===== src/rtl/cpu.sv =====
// Single-cycle MIPS32-subset integer core: register file, decoder and ALU.
// One R-type or I-type ALU instruction commits per rising clock edge.
module cpu #(
    parameter int NREGS = 32,
    parameter int XLEN  = 32
) (
    input  logic            clk,
    input  logic            rst_n,
    input  logic [31:0]     Inst,
    input  logic [4:0]      dbg_addr,
    output logic [XLEN-1:0] dbg_data,
    output logic [XLEN-1:0] alu_result,
    output logic            wr_en
);

    // Primary opcodes
    localparam logic [5:0] OP_RTYPE = 6'b000000;
    localparam logic [5:0] OP_ADDI  = 6'b001000;
    localparam logic [5:0] OP_ADDIU = 6'b001001;
    localparam logic [5:0] OP_SLTI  = 6'b001010;
    localparam logic [5:0] OP_SLTIU = 6'b001011;
    localparam logic [5:0] OP_ANDI  = 6'b001100;
    localparam logic [5:0] OP_ORI   = 6'b001101;
    localparam logic [5:0] OP_XORI  = 6'b001110;
    localparam logic [5:0] OP_LUI   = 6'b001111;

    localparam logic [5:0] FN_SLL  = 6'b000000;
    localparam logic [5:0] FN_SRL  = 6'b000010;
    localparam logic [5:0] FN_SRA  = 6'b000011;
    localparam logic [5:0] FN_SLLV = 6'b000100;
    localparam logic [5:0] FN_SRLV = 6'b000110;
    localparam logic [5:0] FN_SRAV = 6'b000111;
    localparam logic [5:0] FN_ADD  = 6'b100000;
    localparam logic [5:0] FN_ADDU = 6'b100001;
    localparam logic [5:0] FN_SUB  = 6'b100010;
    localparam logic [5:0] FN_SUBU = 6'b100011;
    localparam logic [5:0] FN_AND  = 6'b100100;
    localparam logic [5:0] FN_OR   = 6'b100101;
    localparam logic [5:0] FN_XOR  = 6'b100110;
    localparam logic [5:0] FN_NOR  = 6'b100111;
    localparam logic [5:0] FN_SLT  = 6'b101010;
    localparam logic [5:0] FN_SLTU = 6'b101011;

    localparam logic [3:0] ALU_ADD  = 4'd0;
    localparam logic [3:0] ALU_SUB  = 4'd1;
    localparam logic [3:0] ALU_AND  = 4'd2;
    localparam logic [3:0] ALU_OR   = 4'd3;
    localparam logic [3:0] ALU_XOR  = 4'd4;
    localparam logic [3:0] ALU_NOR  = 4'd5;
    localparam logic [3:0] ALU_SLT  = 4'd6;
    localparam logic [3:0] ALU_SLTU = 4'd7;
    localparam logic [3:0] ALU_SLL  = 4'd8;
    localparam logic [3:0] ALU_SRL  = 4'd9;
    localparam logic [3:0] ALU_SRA  = 4'd10;
    localparam logic [3:0] ALU_LUI  = 4'd11;

    localparam logic [1:0] B_RT   = 2'd0;
    localparam logic [1:0] B_SEXT = 2'd1;
    localparam logic [1:0] B_ZEXT = 2'd2;

    logic [5:0]  op;
    logic [4:0]  rs;
    logic [4:0]  rt;
    logic [4:0]  rd;
    logic [4:0]  shamt;
    logic [5:0]  funct;
    logic [15:0] imm;

    assign op    = Inst[31:26];
    assign rs    = Inst[25:21];
    assign rt    = Inst[20:16];
    assign rd    = Inst[15:11];
    assign shamt = Inst[10:6];
    assign funct = Inst[5:0];
    assign imm   = Inst[15:0];

    logic [XLEN-1:0] regs_q [NREGS];
    logic [XLEN-1:0] rs_val;
    logic [XLEN-1:0] rt_val;

    // $0 is never written, but the explicit guard keeps the zero register independent of the array.
    assign rs_val   = (rs == 5'd0)       ? '0 : regs_q[rs];
    assign rt_val   = (rt == 5'd0)       ? '0 : regs_q[rt];
    assign dbg_data = (dbg_addr == 5'd0) ? '0 : regs_q[dbg_addr];

    logic [3:0] alu_sel;
    logic [1:0] b_sel;
    logic       shift_var;
    logic       dest_is_rd;
    logic       valid;

    always_comb begin
        // NOTE: every decode output gets a default first so no path can infer a latch.
        alu_sel    = ALU_ADD;
        b_sel      = B_RT;
        shift_var  = 1'b0;
        dest_is_rd = 1'b0;
        valid      = 1'b1;
        if (op == OP_RTYPE) begin
            dest_is_rd = 1'b1;
            unique case (funct)
                FN_ADD, FN_ADDU: alu_sel = ALU_ADD;
                FN_SUB, FN_SUBU: alu_sel = ALU_SUB;
                FN_AND:          alu_sel = ALU_AND;
                FN_OR:           alu_sel = ALU_OR;
                FN_XOR:          alu_sel = ALU_XOR;
                FN_NOR:          alu_sel = ALU_NOR;
                FN_SLT:          alu_sel = ALU_SLT;
                FN_SLTU:         alu_sel = ALU_SLTU;
                FN_SLL:          alu_sel = ALU_SLL;
                FN_SRL:          alu_sel = ALU_SRL;
                FN_SRA:          alu_sel = ALU_SRA;
                FN_SLLV: begin alu_sel = ALU_SLL; shift_var = 1'b1; end
                FN_SRLV: begin alu_sel = ALU_SRL; shift_var = 1'b1; end
                FN_SRAV: begin alu_sel = ALU_SRA; shift_var = 1'b1; end
                default:         valid   = 1'b0;
            endcase
        end else begin
            unique case (op)
                OP_ADDI, OP_ADDIU: begin alu_sel = ALU_ADD;  b_sel = B_SEXT; end
                OP_SLTI:           begin alu_sel = ALU_SLT;  b_sel = B_SEXT; end
                OP_SLTIU:          begin alu_sel = ALU_SLTU; b_sel = B_SEXT; end
                OP_ANDI:           begin alu_sel = ALU_AND;  b_sel = B_ZEXT; end
                OP_ORI:            begin alu_sel = ALU_OR;   b_sel = B_ZEXT; end
                OP_XORI:           begin alu_sel = ALU_XOR;  b_sel = B_ZEXT; end
                OP_LUI:            begin alu_sel = ALU_LUI;  b_sel = B_ZEXT; end
                default:           valid = 1'b0;
            endcase
        end
    end

    logic [XLEN-1:0] op_b;
    logic [4:0]      sh_amt;
    logic [XLEN-1:0] alu_out;
    logic [4:0]      dest;

    always_comb begin
        unique case (b_sel)
            B_SEXT:  op_b = {{(XLEN-16){imm[15]}}, imm};
            B_ZEXT:  op_b = {{(XLEN-16){1'b0}}, imm};
            default: op_b = rt_val;
        endcase
    end

    assign sh_amt = shift_var ? rs_val[4:0] : shamt;
    assign dest   = dest_is_rd ? rd : rt;

    // Adds and subtracts wrap silently; overflow never traps.
    always_comb begin
        unique case (alu_sel)
            ALU_ADD:  alu_out = rs_val + op_b;
            ALU_SUB:  alu_out = rs_val - op_b;
            ALU_AND:  alu_out = rs_val & op_b;
            ALU_OR:   alu_out = rs_val | op_b;
            ALU_XOR:  alu_out = rs_val ^ op_b;
            ALU_NOR:  alu_out = ~(rs_val | op_b);
            ALU_SLT:  alu_out = {{(XLEN-1){1'b0}}, ($signed(rs_val) < $signed(op_b))};
            ALU_SLTU: alu_out = {{(XLEN-1){1'b0}}, (rs_val < op_b)};
            ALU_SLL:  alu_out = op_b << sh_amt;
            ALU_SRL:  alu_out = op_b >> sh_amt;
            ALU_SRA:  alu_out = $signed(op_b) >>> sh_amt;
            ALU_LUI:  alu_out = {op_b[15:0], 16'h0000};
            default:  alu_out = '0;
        endcase
    end

    assign alu_result = valid ? alu_out : '0;
    assign wr_en      = valid;

    // NOTE: the register array sits on the async reset so rst_n clears every entry at once.
    always_ff @(posedge clk or negedge rst_n) begin
        if (!rst_n) begin
            for (int i = 0; i < NREGS; i++) begin
                regs_q[i] <= '0;
            end
        end else if (wr_en && (dest != 5'd0)) begin
            // NOTE: non-blocking so same-cycle reads still see the old value.
            regs_q[dest] <= alu_out;
        end
    end

endmodule


===== config.mk =====
export PLATFORM = sky130hd
export DESIGN_NAME = cpu
export DESIGN_NICKNAME = d
export VERILOG_FILES = /design/src/rtl/cpu.sv
export SDC_FILE = /design/constraint.sdc
export NUM_CORES = 2
export LEC_CHECK = 0
export CORE_MARGIN = 3
export CORE_UTILIZATION = 25
export DETAILED_ROUTE_END_ITERATION = 16
export PLACE_DENSITY = 0.39
export SLEW_MARGIN = 0
export SYNTH_ARGS = -nofsm -noshare
export SYNTH_HDL_FRONTEND = slang
export SYNTH_SLANG_ARGS = --single-unit

===== constraint.sdc =====
create_clock -name clk -period 9.15 [get_ports clk]
set_input_delay 1.3725 -clock clk [delete_from_list [all_inputs] [get_ports clk]]
set_output_delay 1.3725 -clock clk [all_outputs]
set_load 0.005 [all_outputs]

After elaboration in Yosys (flattened, before gate mapping) --
Cells that the tools add are included.
Storage, ports and cells: bits in registers 1024, bits in latches 0, memory bits (writable) 0, memory bits (read-only) 0, input bits 39, output and inout bits 65, memories 0
Operators by class: $add $sub $neg 2, multiply operators 0, div/mod/pow operators 0, $lt $le $gt $ge 7, eq/ne operators 36, shift operators 3, mux-type cells 31, bitwise gates (word level) 8, reduce and logical (&&, ||, !) cells 18
Operators with widths (number):
- bitwise mux 1024 bit | 1
- binary-select mux 32 bit (select 5 bit) | 3
- one-hot mux 32 bit (12 select lines) | 1
- two-way mux 32 bit | 11
- demux 32 bit (select 5 bit) | 1
- less-than comparator 32 bit | 2
- one-hot mux 32 bit (2 select lines) | 1
- equality test 6 bit (second input constant) | 10
- equality test 6 x 4 -> 1 bit (second input constant) | 8
- one-hot mux 4 bit (10 select lines) | 1
- adder 32 bit | 1
- bitwise AND 32 bit | 1
- NOT 32 bit | 1
- bitwise OR 32 bit | 1
- left shift 32 x 5 -> 32 bit | 1
- >> shifter 32 x 5 -> 32 bit | 1
- >>> shifter 32 x 5 -> 32 bit | 1
- subtractor 32 bit | 1
- XOR 32 bit | 1
- greater-or-equal comparator 6 bit (second input constant) | 4
- NOT 5 -> 6 bit | 4
- one-hot mux 4 bit (6 select lines) | 1
- equality test 6 x 3 -> 1 bit (second input constant) | 3
- equality test 4 x 3 -> 1 bit (second input constant) | 4
- other kinds (22) | 41

Longest topological paths before layout --
depth in word-level cells 10, mapped depth 26, depth with buffers taken out 23

Worst setup path before layout --
OpenSTA, ideal clock, no wires.
path type input-to-output, from input Inst[22], to output alu_result[0], data arrival time 7.578 ns, path slack 0.200 ns, stages on the path 26, buffers on the path 10, path through buf_4 -> buf_8 -> buf_4 -> buf_2 -> buf_2 -> buf_1 -> buf_1 -> clkbuf_1 -> mux4_2 -> mux4_2 -> nand2_1 -> a21o_1 -> ha_1 -> clkbuf_1 -> inv_1 -> a2111oi_0 -> o21ai_0 -> a311oi_1 -> o221ai_1 -> a2111oi_0 -> o31ai_1 -> a2111o_1 -> o2111ai_1 -> nand2_1 -> clkbuf_1 -> nor2_1
Between the ends: longest elaborated chain between the ends 9
Ends and longest elaborated chain:
- start, declared | line 9 | input logic [31:0] Inst,
- NOT 5 -> 6 bit (not written as such) | line 82 | assign rs_val = (rs == 5'd0) ? '0 : regs_q[rs];
- binary-select mux 32 bit (select 5 bit) | line 82
- two-way mux 32 bit (not written as such) (2 in a row) | line 82
- two-way mux 32 bit (*) | line 82
- branches (longest 2 deep; another with subtractor 32 bit)
- one-hot mux 32 bit (12 select lines) (*) | line 150 | unique case (alu_sel)
- two-way mux 32 bit (*) | line 167 | assign alu_result = valid ? alu_out : '0;
- end, declared | line 12 | output logic [XLEN-1:0] alu_result,
Every way passes the cells marked *. The select of a mux whose other input is x is not followed.

Final worst setup path --
from input Inst[29], to output alu_result[27]
Between the ends: longest elaborated chain between the ends 10
Ends and longest elaborated chain (line):
- branches (longest 9 deep; another with subtractor 32 bit)
- two-way mux 32 bit (*) | 167
Every way passes the cells marked *.

==> impl_metrics.yaml <==
clock_tree:
  cts_tree: "yes"
  clock-sinks: 1024
  clock_latency_ps: 830
  numCtsBuffers: 117
  htreeDepth: 3
  path_clk_slew_ps: 60
  clockRootBuffer: "clkbuf_16"
  cts.path.max_buffers: 3
  cts.hold.buffers_added: 0
run_status:
  status: "completed"
logic_synthesis:
  yosys_warnings: 0
  syn_avg_cell_area_um2: 10.6
  synth_async_sr_flop_share_pct: 100
  synthTopCellsByArea: "dfrtp_1, mux4_2, mux2i_1"
  ys_ff_latch: 1024
  ys_types: 110
  ys.flop_type: "dfrtp_1"
  yosysTopAreaCell: "dfrtp_1"
  netlist_instances: 6864
  syn_area_um2: 72900
  yosysTopAreaCellShare_pct: 35.2
  synth-edff-count: 0
  seq_area_frac_synth_pct: 35.2
  synth_fp_nets: 7008
die:
  dieWidth_um: 546
  core_um2: 289000
  io_pins: 104
  start_util_pct: 25.2
  fp.dieH_um: 546
  num_rows: 197
  dieArea_um2: 298000
worst_hold_path:
  min-delay-start: "regs_q[1010]$_DFFE_PN0P_"
  min_to: "regs_q[1010]$_DFFE_PN0P_"
  min_path_cells: 0
  holdCritPathClass: "reg -> reg"
layout:
  largest_reg_flops: 1024
  post-route-util_pct: 30.1
  final_area_um2: 87100
  drive_above_1_share_pct: 28.8
  syn2layout_area_growth_pct: 19.4
  instances_no_fill: 11100
  finish.net_count: 7292
  largest_registers: "regs_q (1024)"
  regMostFlops: "regs_q"
timing:
  max_freq_mhz: 112
  worst_pin_slew_ps: 1370
  setup_viol: 0
  fin_crit_sh_pct: 97.7
  skew_ps: 89.2
  relSlewSlack_pct: 6.03
  finalHoldViolations: 0
  timing.hold.ws_ps: 421
  slew_violations: 0
  min_period_ps: 8940
placement:
  finalWeightedCongestion: 0.967
  place_hpwl_mm: 276
  portBuffers: 103
  dp_cells: 10900
  post_dp_cell_area_um2: 82800
global_route:
  track_usage_pct: 25.6
  grt_pass1_wl_mm: 543
  grt_pass1_vias: 63600
  antenna_found_initial: 19
  grt_max_degree: 153
  grt_overflow: 0
worst_setup_path:
  ff2ff_path_depth: 25
  worst-setup-path-type: "in -> out"
  worstPathRequired_ps: 7780
  r2r_start: "regs_q[256]$_DFFE_PN0P_"
  start_kind: "input pin"
  cp_num_buf_inv: 10
  ff2ff_setup_slack_ps: 3090
  path_max_fanout: 11
  cp-end-kind: "output pin"
  path_delay_family: "buffers and inverters"
  critPathMaxStageDelay_ps: 490
  r2r-end: "regs_q[860]$_DFFE_PN0P_"
  cp.arrival_ps: 7560
  worst_path_max_delay_cell: "clkdlybuf4s50_1"
power_and_ir_drop:
  cellPowerDensity_nw_per_um2: 176
  fin_total_pwr_mw: 15.3
  ir_drop_uv: 204
  p_leak_nw: 36.0
route:
  antenna_left: 0
  wl_mm: 392
  drc_errors: 0
  vias: 64400
  wl_per_cell_um: 35.2
  drt_iter0_drc: 7200
  drt_pass1_iterations: 6
  vias_per_cell: 5.79
run:
  maxCapViolCount: 0
[final cells by class]
class / instances / area [µm²]
well taps: 3880 / 4850
repair buffers: 886 / 7680
diodes: 9 / 22.5
multi-input cells: 5009 / 44500
fillers: 29700 / 202000
clock buffers: 169 / 3390
inverters: 110 / 413
clock inverters: 43 / 522
flip-flops and latches: 1024 / 25600
[cell usage after synthesis (all sizes together), types with 103 or more instances]
library cell	instances
inv	107
nand2	759
buf	243
nor2	676
o21ai	502
mux2	153
dfrtp	1024
a22oi	121
clkbuf	478
mux4	757
a21oi	425
a31oi	232
ha	103
mux2i	399
[layout by cell type, fill, tap and decap left out, drive strengths merged, types with 43 or more instances in the layout]
cell type,count
dfrtp,1024
buf,799
nand2,759
mux4,757
nor2,676
o21ai,502
a21oi,425
mux2i,399
a31oi,232
clkbuf,169
mux2,153
a22oi,121
inv,113
ha,103
clkdlybuf4s50,82
o31ai,80
a211oi,71
a21o,59
nand2b,45
nor3,45
nand3,43
[worst max path at each step]
stage	start	end	slack, ps	depth (start not counted)
floorplan	Inst[22]	alu_result[0]	200	26
CTS	Inst[31]	alu_result[19]	1	34
finish	Inst[29]	alu_result[27]	210	30
global route	Inst[29]	alu_result[23]	-40	33
global placement	Inst[31]	alu_result[22]	-600	31
detailed placement	Inst[31]	alu_result[0]	-670	30
[per-layer routing]
layer,wire [µm],global-route usage (%)
met5,32,0
met4,19900,11.3
met3,31700,5.30
met2,174000,38.9
met1,167000,34.9
[where the power goes]
part | total (mW) | switching, mW | internal (mW)
logic | 4.88 | 2.87 | 2.01
registers | 5.53 | 0.515 | 5.02
clock network | 4.94 | 2.19 | 2.75
[worst reg2reg max path, cell delays in order, from the launching register on]
cell	delay [ps]
dfrtp_1	430
mux2_2	280
a221oi_1	550
and3_1	290
a2111oi_4	80
buf_4	160
buf_4	150
ha_2	210
fa_2	410
o21bai_1	200
a21oi_2	100
o21ai_2	190
a311oi_2	120
buf_4	170
o221ai_1	220
buf_4	180
buf_4	130
a211o_1	160
nand2_1	60
a221o_1	280
o21ai_0	240
buf_4	160
o2111a_1	180
buf_4	160
buf_4	460
o21ai_0	290
[metrics by stage]
step | TNS (ps) | setup WS, ps
2_1_floorplan | 0 | 200
3_3_place_gp | -7250 | -603
3_5_place_dp | -7060 | -672
4_1_cts | 0 | 1.15
5_1_grt | -119 | -40.3
6_report | 0 | 215
[repair_timing]
action / 4_1_cts / 5_1_grt
pin swaps: 11 / 15
gates resized for setup: 36 / 36
setup buffers: 5 / 4
setup endpoints to repair: 25 / 26
[kinds of logic (layout without fill, tap and decap cells)]
family          after synthesis  in the layout  synth area share, %
flops                      1024           1024                 35.2
mux                        1309           1309                 31.5
fa+ha+maj                   105            105                 1.82
xor+xnor                     15             15                0.180
simple gates               1722           1722                 9.93
compound gates             1858           1858                 16.3
buf+inv                     831           1208                 5.10
other cells                   0              9                    0
Power figures use the tool's default switching activity.
